## src/rtl/bcd_display_driver.sv

```systemverilog
// bcd_display_driver: sequential binary-to-decimal seven-segment driver.
// A loaded binary value is converted to BCD by a shift-add-3 engine, one
// bit per cycle. The result is registered as NUM_DIGITS active-low 7-segment
// patterns. Values that need more than NUM_DIGITS decimal digits show a dash
// on every digit and raise overflow.
//
// Optional feature macro: SEG_LEADING_ZERO_BLANK_EN. When it is defined,
// leading zero digits are blanked. Digit 0 is never blanked.
//
// Handshake: load is a request that is taken only while busy is low (IDLE).
// A load seen while busy is high is dropped; it is not queued. done pulses
// high for one cycle when hex_out and overflow take their new values.
// busy is high from the cycle after an accepted load until the cycle done
// rises.
module bcd_display_driver #(
  parameter int NUM_DIGITS = 6,
  parameter int BIN_WIDTH  = 20
) (
  input  logic                    clk,
  input  logic                    reset,
  input  logic [BIN_WIDTH-1:0]    value,
  input  logic                    load,
  output logic                    busy,
  output logic                    done,
  output logic                    overflow,
  output logic [7*NUM_DIGITS-1:0] hex_out,
  output logic [1:0]              o_dbg_state
);

  typedef enum logic [1:0] {
    S_IDLE  = 2'd0,
    S_SHIFT = 2'd1,
    S_DONE  = 2'd2
  } state_t;

  localparam int BCD_W = 4 * NUM_DIGITS;
  localparam int CNT_W = $clog2(BIN_WIDTH + 1);

  // Largest value that fits in NUM_DIGITS decimal digits, in 64-bit math.
  function automatic logic [63:0] max_decimal(input int digits);
    logic [63:0] p;
    p = 64'd1;
    for (int i = 0; i < digits; i++) p = p * 64'd10;
    return p - 64'd1;
  endfunction

  localparam logic [63:0] MAX_VAL = max_decimal(NUM_DIGITS);

  // Active-low segment pattern: bit0 = a ... bit6 = g.
  function automatic logic [6:0] seg7(input logic [3:0] d);
    case (d)
      4'd0:    seg7 = 7'h40;
      4'd1:    seg7 = 7'h79;
      4'd2:    seg7 = 7'h24;
      4'd3:    seg7 = 7'h30;
      4'd4:    seg7 = 7'h19;
      4'd5:    seg7 = 7'h12;
      4'd6:    seg7 = 7'h02;
      4'd7:    seg7 = 7'h78;
      4'd8:    seg7 = 7'h00;
      4'd9:    seg7 = 7'h10;
      default: seg7 = 7'h7F;
    endcase
  endfunction

  state_t                  r_state;
  state_t                  w_next_state;
  logic [BIN_WIDTH-1:0]    r_shift;
  logic [BCD_W-1:0]        r_bcd;
  logic [CNT_W-1:0]        r_cnt;
  logic                    r_ovf_pending;
  logic                    r_done;
  logic                    r_overflow;
  logic [7*NUM_DIGITS-1:0] r_hex;
  logic [BCD_W-1:0]        w_bcd_adj;
  logic [7*NUM_DIGITS-1:0] w_hex;
`ifdef SEG_LEADING_ZERO_BLANK_EN
  logic                    w_lead_seen;
`endif

  // State register; reset aborts any conversion in flight.
  always_ff @(posedge clk) begin
    if (reset) r_state <= S_IDLE;
    else       r_state <= w_next_state;
  end

  // Next-state logic: IDLE -> SHIFT on load, BIN_WIDTH shifts, one DONE cycle.
  always_comb begin
    w_next_state = r_state;
    case (r_state)
      S_IDLE:  if (load) w_next_state = S_SHIFT;
      S_SHIFT: if (r_cnt == CNT_W'(1)) w_next_state = S_DONE;
      S_DONE:  w_next_state = S_IDLE;
      default: w_next_state = S_IDLE;
    endcase
  end

  // Add-3 correction for every BCD nibble that is 5 or more, before the shift.
  always_comb begin
    w_bcd_adj = r_bcd;
    for (int k = 0; k < NUM_DIGITS; k++) begin
      if (r_bcd[4*k +: 4] >= 4'd5) w_bcd_adj[4*k +: 4] = r_bcd[4*k +: 4] + 4'd3;
    end
  end

  // Segment decode of the finished BCD digits, optionally blanking leading zeros.
  always_comb begin
    w_hex = '0;
`ifdef SEG_LEADING_ZERO_BLANK_EN
    w_lead_seen = 1'b0;
    for (int k = NUM_DIGITS - 1; k >= 0; k--) begin
      if (r_bcd[4*k +: 4] != 4'd0) w_lead_seen = 1'b1;
      if (!w_lead_seen && (k != 0)) w_hex[7*k +: 7] = 7'h7F;
      else                          w_hex[7*k +: 7] = seg7(r_bcd[4*k +: 4]);
    end
`else
    for (int k = 0; k < NUM_DIGITS; k++) begin
      w_hex[7*k +: 7] = seg7(r_bcd[4*k +: 4]);
    end
`endif
  end

  // Datapath: capture on load, shift-add-3 in SHIFT, publish the result in DONE.
  always_ff @(posedge clk) begin
    if (reset) begin
      r_shift       <= '0;
      r_bcd         <= '0;
      r_cnt         <= '0;
      r_ovf_pending <= 1'b0;
      r_done        <= 1'b0;
      r_overflow    <= 1'b0;
      r_hex         <= {NUM_DIGITS{7'h7F}};
    end else begin
      r_done <= 1'b0;
      case (r_state)
        S_IDLE: begin
          if (load) begin
            r_shift       <= value;
            r_bcd         <= '0;
            r_cnt         <= CNT_W'(BIN_WIDTH);
            r_ovf_pending <= (64'(value) > MAX_VAL);
          end
        end
        S_SHIFT: begin
          {r_bcd, r_shift} <= {w_bcd_adj, r_shift} << 1;
          r_cnt            <= r_cnt - CNT_W'(1);
        end
        S_DONE: begin
          r_hex      <= r_ovf_pending ? {NUM_DIGITS{7'h3F}} : w_hex;
          r_overflow <= r_ovf_pending;
          r_done     <= 1'b1;
        end
        default: ;
      endcase
    end
  end

  assign busy        = (r_state != S_IDLE);
  assign done        = r_done;
  assign overflow    = r_overflow;
  assign hex_out     = r_hex;
  assign o_dbg_state = r_state;

endmodule

```

## config.mk

```make
export PLATFORM = sky130hd
export DESIGN_NAME = bcd_display_driver
export DESIGN_NICKNAME = d
export VERILOG_FILES = /design/src/rtl/bcd_display_driver.sv
export SDC_FILE = /design/constraint.sdc
export NUM_CORES = 1
export LEC_CHECK = 0
export BUFFER_PORTS_ARGS = -buffer_cell sky130_fd_sc_hd__buf_2
export CAP_MARGIN = 20
export CORE_MARGIN = 2
export CORE_UTILIZATION = 55
export DETAILED_ROUTE_END_ITERATION = 10
export PLACE_DENSITY = 0.85
export SETUP_SLACK_MARGIN = 0.05
export SKIP_LAST_GASP = 1
export SLEW_MARGIN = 20
export SYNTH_ARGS = -nofsm -noshare
export SYNTH_HDL_FRONTEND = slang
export SYNTH_SLANG_ARGS = --single-unit
```

## constraint.sdc

```tcl
create_clock -name clk -period 3.5 [get_ports clk]
set_clock_uncertainty 0.15 [all_clocks]
set_input_delay 1.05 -clock clk [delete_from_list [all_inputs] [get_ports clk]]
set_output_delay 1.05 -clock clk [all_outputs]
set_load 0.02 [all_outputs]
```

### Word level (Yosys, flattened, before mapping)

Memories as Yosys holds them, arrays and structs flattened. A register that Yosys moved wholly into a read port is not among the register bits.
Index checks and enable logic that the tools add are counted.

* bits in registers: 96
* memory bits (read-only): 672
* word-level logic and storage cells: 68
* memories kept: 6

Memories
* (name not given): words 16, width 7, rd ports 1, clocked after memory_dff 1, write ports 0, RTL line 51 `case (d)`
* (name not given): words 16, width 7, rd ports 1, clocked after memory_dff 1, write ports 0, RTL line 51
* (name not given): words 16, width 7, rd ports 1, clocked after memory_dff 1, write ports 0, RTL line 51
* (name not given): words 16, width 7, rd ports 1, clocked after memory_dff 1, write ports 0, RTL line 51
* (name not given): words 16, width 7, rd ports 1, clocked after memory_dff 1, write ports 0, RTL line 51
* (name not given): words 16, width 7, rd ports 1, clocked after memory_dff 1, write ports 0, RTL line 51

* $add $sub $neg: 7
* magnitude comparators: 7
* equality and inequality tests: 5
* multiplexer cells: 29
* reductions and logical operators: 6

Operators with widths (count)
* two-way mux 4 bit: 17
* case mux 24 bit (2 select lines): 1
* two-way mux 42 bit: 1
* case mux 20 bit (2 select lines): 1
* >= comparator 4 x 3 -> 1 bit, second input constant: 6
* two-way mux 24 bit: 1
* adder 4 x 2 -> 4 bit, second input constant: 5
* greater-than comparator 20 bit, second input constant: 1
* two-way mux 20 bit: 1
* case mux 5 bit (2 select lines): 1
* AND reduction 2 bit: 3
* == test 5 x 1 -> 1 bit, second input constant: 1
* two-way mux 5 bit: 1
* subtractor 5 x 1 -> 5 bit, second input constant: 1
* two-way mux 2 bit: 2
* inequality test 2 bit, second input constant: 2
* case mux 2 bit (2 select lines): 1
* nonzero test 2 bit: 2
* adder 3 x 2 -> 3 bit, second input constant: 1
* two-way mux 3 bit: 1
* == test 2 x 1 -> 1 bit, second input constant: 1
* == test 2 bit, second input constant: 1
* zero test 2 bit: 1
* two-way mux 1 bit: 1

### Longest topological paths before layout

Gate-level depths: netlist of run 1.

* word-level depth: 5
* mapped depth: 12
* depth with buffers taken out: 11

### Worst setup path before layout of run 1

OpenSTA, ideal clock, no wires.

* path type: input to register
* start: input reset
* end: register w_hex[38] (netlist name)
* library setup time: 0.122 ns
* arrival: 2.732 ns
* setup slack: 0.496 ns
* stages: 11
* cell sequence: clkbuf_1 -> nor2_1 -> buf_2 -> buf_2 -> nand2_1 -> o21ai_0 -> inv_1 -> ha_1 -> o21ai_0 -> o21bai_1 -> nand3_1

* word-level cells in the longest chain between the ends: 1

RTL lines
* from (decl): RTL line 20 `input logic reset,`
* two-way mux 4 bit (no source line)

Every way passes these cells.
A chain may end at the register's enable or synchronous reset.

### Worst setup path after layout of run 1

* start: register r_state[0] (netlist: o_dbg_state[0])
* end: register w_hex[12] (netlist name)

* word-level cells in the longest chain between the ends: 5

RTL lines
* from (decl): RTL line 66 `state_t r_state;`
* from (signal assigned): RTL line 84 `else r_state <= w_next_state;`
* == test 2 x 1 -> 1 bit / zero test 2 bit (equally long branches): RTL line 135 `case (r_state)`
* nonzero test 2 bit (no source line) / inequality test 2 bit (equally long branches)
* AND reduction 2 bit (no source line)
* two-way mux 4 bit (no source line) * (2 in series)

Mark *: on every way between the ends. The rest lies on a longest branch, timed or not.

==> metrics.txt, run 1 <==
RSZ-0062 raised after global routing=false; Netlist Area Pre-Place=0.00624 mm2; Peak VDD IR=0.000371 V; period utilization=88.9%; H-Tree Depth=4; pwr dens=492 mW/mm2; worst reg2reg setup slack=0.39 ns; Setup violations, final=0; syn_area_per_cell=8.62 um2; row cnt=38; endpoints failing hold=0; largest net degree at the start of global routing=37; share of layout cells above drive strength 1=17.5%; number of global-route vias before repair=5,267; Clk pin slew, worst setup/hold paths=0.06 ns; vias per cell=5.70; YS warnings=0; crit-path cells=nor2b_1 -> and4_1 -> nor3_2 -> nor2_1 -> inv_1 -> ha_1 -> inv_1 -> o32ai_1 -> a21oi_1; achievable frequency=321 MHz; cell taking the most area after synthesis=dfxtp_1; DR DRC count=0; Buffers on Ports=69; P&R area growth vs syn=18.6%; Yosys reg bits=138; CTS tree=done; Synth Flop Type=dfxtp_1; Post-CTS Hold Fix Bufs=0; aggregate global-route resource usage=24.0%; CTS max path bufs=2; Reg2Reg Capture Point=w_hex[12]$_DFF_P_; die width=111 um; initial antenna violation count=0; worst skew pair latency=0.42 ns; FF-to-FF Start=o_dbg_state[0]$_SDFFE_PP0P_; drt total wl=14.3 mm; crit path time final=3.11 ns; area of the die=0.0122 mm2; routability cong.=0.883; # resized after CTS=0; Clock Tree Root=clkbuf_16; final hold slack=0.283 ns; synthesized net count=791; crit path to=w_hex[12]$_DFF_P_; Post-CTS Setup Bufs=0; Startpoint Class=register; # IOs=70; final setup TNS=0 ns; Final #Nets=869; Yosys cell types=69; vias=5,439; largest stage delay on the critical path=0.88 ns; CTS buffer count=17; Max-cap violations=0; asr flop ratio synth=0%; worst slew pin tran=1.02 ns; Seq/Total Area, Yosys=44.3%; first-pass GRT wire length=24.2 mm; Final Power=3.64 mW; number of synthesized flops with an enable pin=0; crit end category=register; R2R depth=9; Rel. slew slack=32.1%; core box area=0.0109 mm2; outcome=finished clean; Max Slew Vio Count=0; share of the synthesized area in the top cell type=44.3%; worst path arrival time=3.30 ns; critical path class=register to register; Antenna Diode Count=0; TritonRoute pass-1 iters=5; DR iter-0 viols=388; clk sinks=138; most area-consuming cells after synthesis=dfxtp_1 (44%), ha_1 (8.8%), nand2_1 (8.1%); Starting Density=57.1%; Hold WC Path Type=register to register; slowest stage cell, crit path=nor2b_1; Congestion Overflow GR=0; Mapped Cells=724; Final ANT Viol Nets=0; drt wl/cell=15.0 um; most frequent CP cell=inv_1; Leak=3.30 nW; crit path from=o_dbg_state[0]$_SDFFE_PP0P_; dpl hpwl=10.0 mm; CP required=3.69 ns; CP Max Fanout=15; die height=111 um
## power by group
part / leakage [nW] / internal [mW] / switching [mW]
Clock: 0.290 / 1.09 / 0.637
Sequential: 1.12 / 1.62 / 0.0364
Combinational: 1.89 / 0.0964 / 0.156
Total: 3.30 / 2.81 / 0.830
## through the flow
stage	instance area, um2	cells	worst slack, ns	util [%]
floorplan	6240	724	0.496	-
global placement	6830	923	0.279	62.4
detailed placement	6830	923	0.193	62.4
CTS	7400	955	0.483	67.7
global route	7400	955	0.222	67.7
finish	7400	955	0.387	67.7
## logic make-up after synthesis
logic type	after synthesis	share of synthesized area (%)
simple gates	265	19.7
compound gates	173	19.2
flops	138	44.3
buf+inv	86	5.41
fa+ha+maj	44	8.82
xor+xnor	10	1.40
mux	8	1.28
## metal layers
layer	up-vias	track usage [%]	wire, um
met4	0	10.3	297
met1	2533	28.9	6000
met5	-	0	0
met2	205	40.8	7000
li1	2667	-	-
met3	34	5.98	1020
## worst min-delay path by stage
| stage | from | to | cells past startpoint |
|---|---|---|---|
| after floorplan | r_shift[7]$_SDFFE_PP0N_ | r_shift[8]$_SDFFE_PP0N_ | 2 |
| after global placement | w_hex[23]$_DFF_P_ | hex_out[23]$_SDFFE_PP1P_ | 2 |
| after detailed placement | w_hex[40]$_DFF_P_ | hex_out[40]$_SDFFE_PP1P_ | 2 |
| after CTS | r_shift[7]$_SDFFE_PP0N_ | r_shift[8]$_SDFFE_PP0N_ | 2 |
| after global routing | r_shift[0]$_SDFFE_PP0N_ | r_shift[1]$_SDFFE_PP0N_ | 2 |
| final | w_hex[37]$_DFF_P_ | hex_out[37]$_SDFFE_PP1P_ | 2 |
## cell usage in the layout, fill, tap and decap left out, types with 4 or more instances in the layout
cell	count
a21oi_1	37
a221oi_1	6
a22o_1	8
a22oi_1	19
and2_1	4
and3_1	4
buf_2	69
buf_4	24
clkbuf_16	17
clkinv_2	7
dfxtp_1	138
ha_1	44
inv_1	50
mux2i_1	8
nand2_1	134
nand2b_1	9
nand3_1	46
nand3b_1	6
nor2_1	26
nor2b_1	5
nor3_1	9
nor3b_1	6
o21a_1	7
o21ai_0	32
o21ai_1	4
o22ai_1	7
o31ai_1	5
xnor2_1	7
## synth_stat cells (3+ instances only)
cell type,instances
a211o_1,3
a211oi_1,3
a21oi_1,38
a221o_1,3
a221oi_1,6
a22o_1,8
a22oi_1,19
a2bb2oi_1,3
a31oi_1,3
a32o_1,3
and2_1,4
and3_1,4
buf_1,4
buf_2,7
clkbuf_1,23
dfxtp_1,138
ha_1,44
inv_1,50
mux2i_1,8
nand2_1,134
nand2b_1,9
nand3_1,46
nand3b_1,6
nor2_1,27
nor2b_1,6
nor3_1,9
nor3b_1,6
o21a_1,7
o21ai_0,32
o21ai_1,4
o22ai_1,7
o2bb2ai_1,3
o31ai_1,5
xnor2_1,7
xor2_1,3
## cell type report
| class | count | area, um2 |
|---|---|---|
| fill | 840 | 3530 |
| multi-input combinational | 500 | 3150 |
| sequential | 138 | 2760 |
| timing repair buffer | 94 | 546 |
| clock buffer | 23 | 478 |
| inverter | 51 | 194 |
| tap | 140 | 175 |
| clock inverter | 9 | 95.1 |
## flip-flops by register name, indices dropped and copies added, names as in the netlist
signal         cells
hex_out           42
w_hex             42
r_bcd             24
r_shift           20
r_cnt              5
o_dbg_state        2
done               1
overflow           1
r_ovf_pending      1
## critical path: cells and delay by family (launching register included)
| kind | cells | cell delay, ns |
|---|---|---|
| AND/OR/NAND/NOR | 4 | 1.52 |
| AO/OA/AOI/OAI | 2 | 0.26 |
| adder cells (fa/ha/maj) | 1 | 0.24 |
| buffers and inverters | 2 | 0.18 |
| flip-flops | 1 | 0.68 |
(Power assumes the default switching activity.)
==> run 2, diff against run 1 <==
--- a/config.mk
+++ b/config.mk
@@ -10,6 +10,7 @@
 export CORE_MARGIN = 2
 export CORE_UTILIZATION = 55
 export DETAILED_ROUTE_END_ITERATION = 10
+export MAX_ROUTING_LAYER = met4
 export PLACE_DENSITY = 0.85
 export SETUP_SLACK_MARGIN = 0.05
 export SKIP_LAST_GASP = 1
==> constraint.sdc (replaced) <==
create_clock -name clk -period 3.5 [get_ports clk]
set_clock_uncertainty 0.15 [all_clocks]
set_input_delay 0.875 -clock clk [delete_from_list [all_inputs] [get_ports clk]]
set_output_delay 0.875 -clock clk [all_outputs]
set_load 0.02 [all_outputs]
==> run 2 against run 1 <==
Design area fell by 0.57%. Flip-flop and latch count is the same. Final cell count down 0.63%. Worst hold slack gained 0.0021 ns. Core utilization shrank 0.39 points. Die area stayed put. Sequential power barely moved. Combinational power is essentially flat. Sequential share of layout area is 0.22 points higher. Via count down 0.59%. Register-to-register slack better by 0.20 ns. Worst setup slack improved by 0.20 ns. Critical path type unchanged. Largest cell class unchanged.
==> metrics.txt, run 2 (synthesis gave the netlist of run 1 again) <==
internal power=2.75 mW (-2.0%); commonest non-fill, non-tap cell in the layout=dfxtp_1; fin util=67.3% (-0.39 points); # IOs=70 (unchanged); # resized after CTS=0 (unchanged); number of global-route vias before repair=5,229 (-0.72%); drt wl/cell=14.8 um (-0.97%); initial antenna violation count=0 (unchanged); Max Slew Vio Count=0 (unchanged); aggregate global-route resource usage=24.1% (+0.065 points); Starting Density=57.1% (unchanged); Final ANT Viol Nets=0 (unchanged); drt total wl=14.1 mm (-1.6%); P&R area growth vs syn=17.9%; die width=111 um (unchanged); combinational power share=7.0% (about the same); Peak VDD IR=0.000441 V (+19%); Startpoint Class=register; largest stage delay on the critical path=0.72 ns (-0.16 ns); DR DRC count=0 (unchanged); CP required=3.66 ns (-0.03 ns); Clock Power Share=47.4% (-0.2 points); Hold WC Path Type=register to register; Congestion Overflow GR=0 (unchanged); most frequent cells in the layout=dfxtp_1 (138), nand2_1 (134), buf_2 (69); outcome=finished clean; Switching Fraction=23.7% (+0.93 points); area of the die=0.0122 mm2 (unchanged); endpoints failing hold=0 (unchanged); most frequent CP cell=o21ai_0; P_sw=0.856 mW (+3.2%); largest net degree at the start of global routing=37 (unchanged); worst path arrival time=3.07 ns (-0.23 ns); final hold slack=0.285 ns (+0.00208 ns); worst slew pin tran=0.908 ns (-0.107 ns); Post-CTS Hold Fix Bufs=0 (unchanged); crit-path cells=o21ba_2 -> nor2_2 -> buf_4 -> nand2_1 -> o21ai_0 -> inv_1 -> ha_1 -> o21ai_0 -> o21bai_1 -> nand3_1; Seq pwr share=45.6% (about the same); Clock Tree Root=clkbuf_16; Setup violations, final=0 (unchanged); routability cong.=0.907 (+2.7%); Post-CTS Setup Bufs=0 (unchanged); die height=111 um (unchanged); achievable frequency=343 MHz (+6.8%); clk sinks=138 (unchanged); RSZ-0062 raised after global routing=false; TritonRoute pass-1 iters=5 (unchanged); pwr dens=491 mW/mm2 (-0.25%); Antenna Diode Count=0 (unchanged); critical path class=register to register; first-pass GRT wire length=23.7 mm (-2.1%); Rel. slew slack=39.4% (+7.3 points); CTS buffer count=17 (unchanged); H-Tree Depth=4 (unchanged); core box area=0.0109 mm2 (unchanged); Final #Nets=863 (-0.69%); crit end category=register; final setup TNS=0 ns (unchanged); Max-cap violations=0 (unchanged); period utilization=83.3% (-5.6 points); CTS tree=done; row cnt=38 (unchanged); Leak=3.25 nW (-1.5%); CP Max Fanout=29 (+14); Buffers on Ports=69 (unchanged); DR iter-0 viols=392 (+1.0%); vias=5,407 (-0.59%); share of layout cells above drive strength 1=17.3% (-0.24 points); dpl hpwl=9.57 mm (-4.7%); crit path time final=2.92 ns (-0.197 ns); worst skew pair latency=0.42 ns (about the same); CTS max path bufs=2 (unchanged); vias per cell=5.70 (about the same); Clk pin slew, worst setup/hold paths=0.06 ns (about the same); slowest stage cell, crit path=dfxtp_1
==> run 2: changes by cell type in the layout (fill, tap and decap cells not counted) <==
cell and change:
clkbuf_8 +1, buf_4 -6, clkinv_2 -3, clkinvlp_4 +6, bufinv_16 -1, clkbuf_1 -3
==> run 2: layer usage <==
metal / up-vias / share of wire, % / global-route usage [%]
met4: 0 / 1.8 / 10.9
met1: 2533 / 43 / 27.5
li1: 2655 / - / -
met2: 193 / 49 / 40.0
met3: 26 / 5.8 / 5.98
met5: - / 0 / -
==> run 2: critical path: cells and delay by family (launching register included) <==
family,cells,cell delay [ns]
compound gates,4,0.88
fa+ha+maj,1,0.28
buf+inv,2,0.46
flops,1,0.72
simple gates,3,0.32
==> run 2: power groups by stage <==
| stage | sequential (mW) | clock (mW) | combinational, mW |
|---|---|---|---|
| floorplan | 1.68 | 0 | 0.158 |
| global placement | 1.68 | 0 | 0.239 |
| detailed placement | 1.68 | 0 | 0.247 |
| CTS | 1.65 | 1.73 | 0.249 |
| global route | 1.65 | 1.80 | 0.275 |
| finish | 1.65 | 1.71 | 0.251 |
==> run 2: final cells by class <==
type,instances,area [um2]
clock inverters,11,95.1
fillers,864,3580
multi-input cells,500,3150
well taps,140,175
repair buffers,88,500
inverters,51,194
clock buffers,21,480
flip-flops and latches,138,2760
==> run 2: path summary, 6_finish.rpt <==
kind                                    start                  endpoint  slack [ns]  depth (start not counted)
setup / recovery  o_dbg_state[1]$_SDFFE_PP0P_         w_hex[38]$_DFF_P_        0.58                         10
hold / removal              w_hex[40]$_DFF_P_  hex_out[40]$_SDFFE_PP1P_        0.29                          2
setup reg to reg  o_dbg_state[1]$_SDFFE_PP0P_         w_hex[38]$_DFF_P_        0.58                         10
hold reg to reg             w_hex[40]$_DFF_P_  hex_out[40]$_SDFFE_PP1P_        0.29                          2
==> run 2: per-stage QoR <==
step                cells  instance area (um2)  setup WS, ns  power [mW]
finish                949                 7360         0.584        3.61
global route          949                 7360         0.385        3.73
CTS                   949                 7360         0.618        3.62
detailed placement    917                 6780         0.312        1.93
global placement      917                 6780         0.398        1.92
floorplan             724                 6240         0.671        1.84
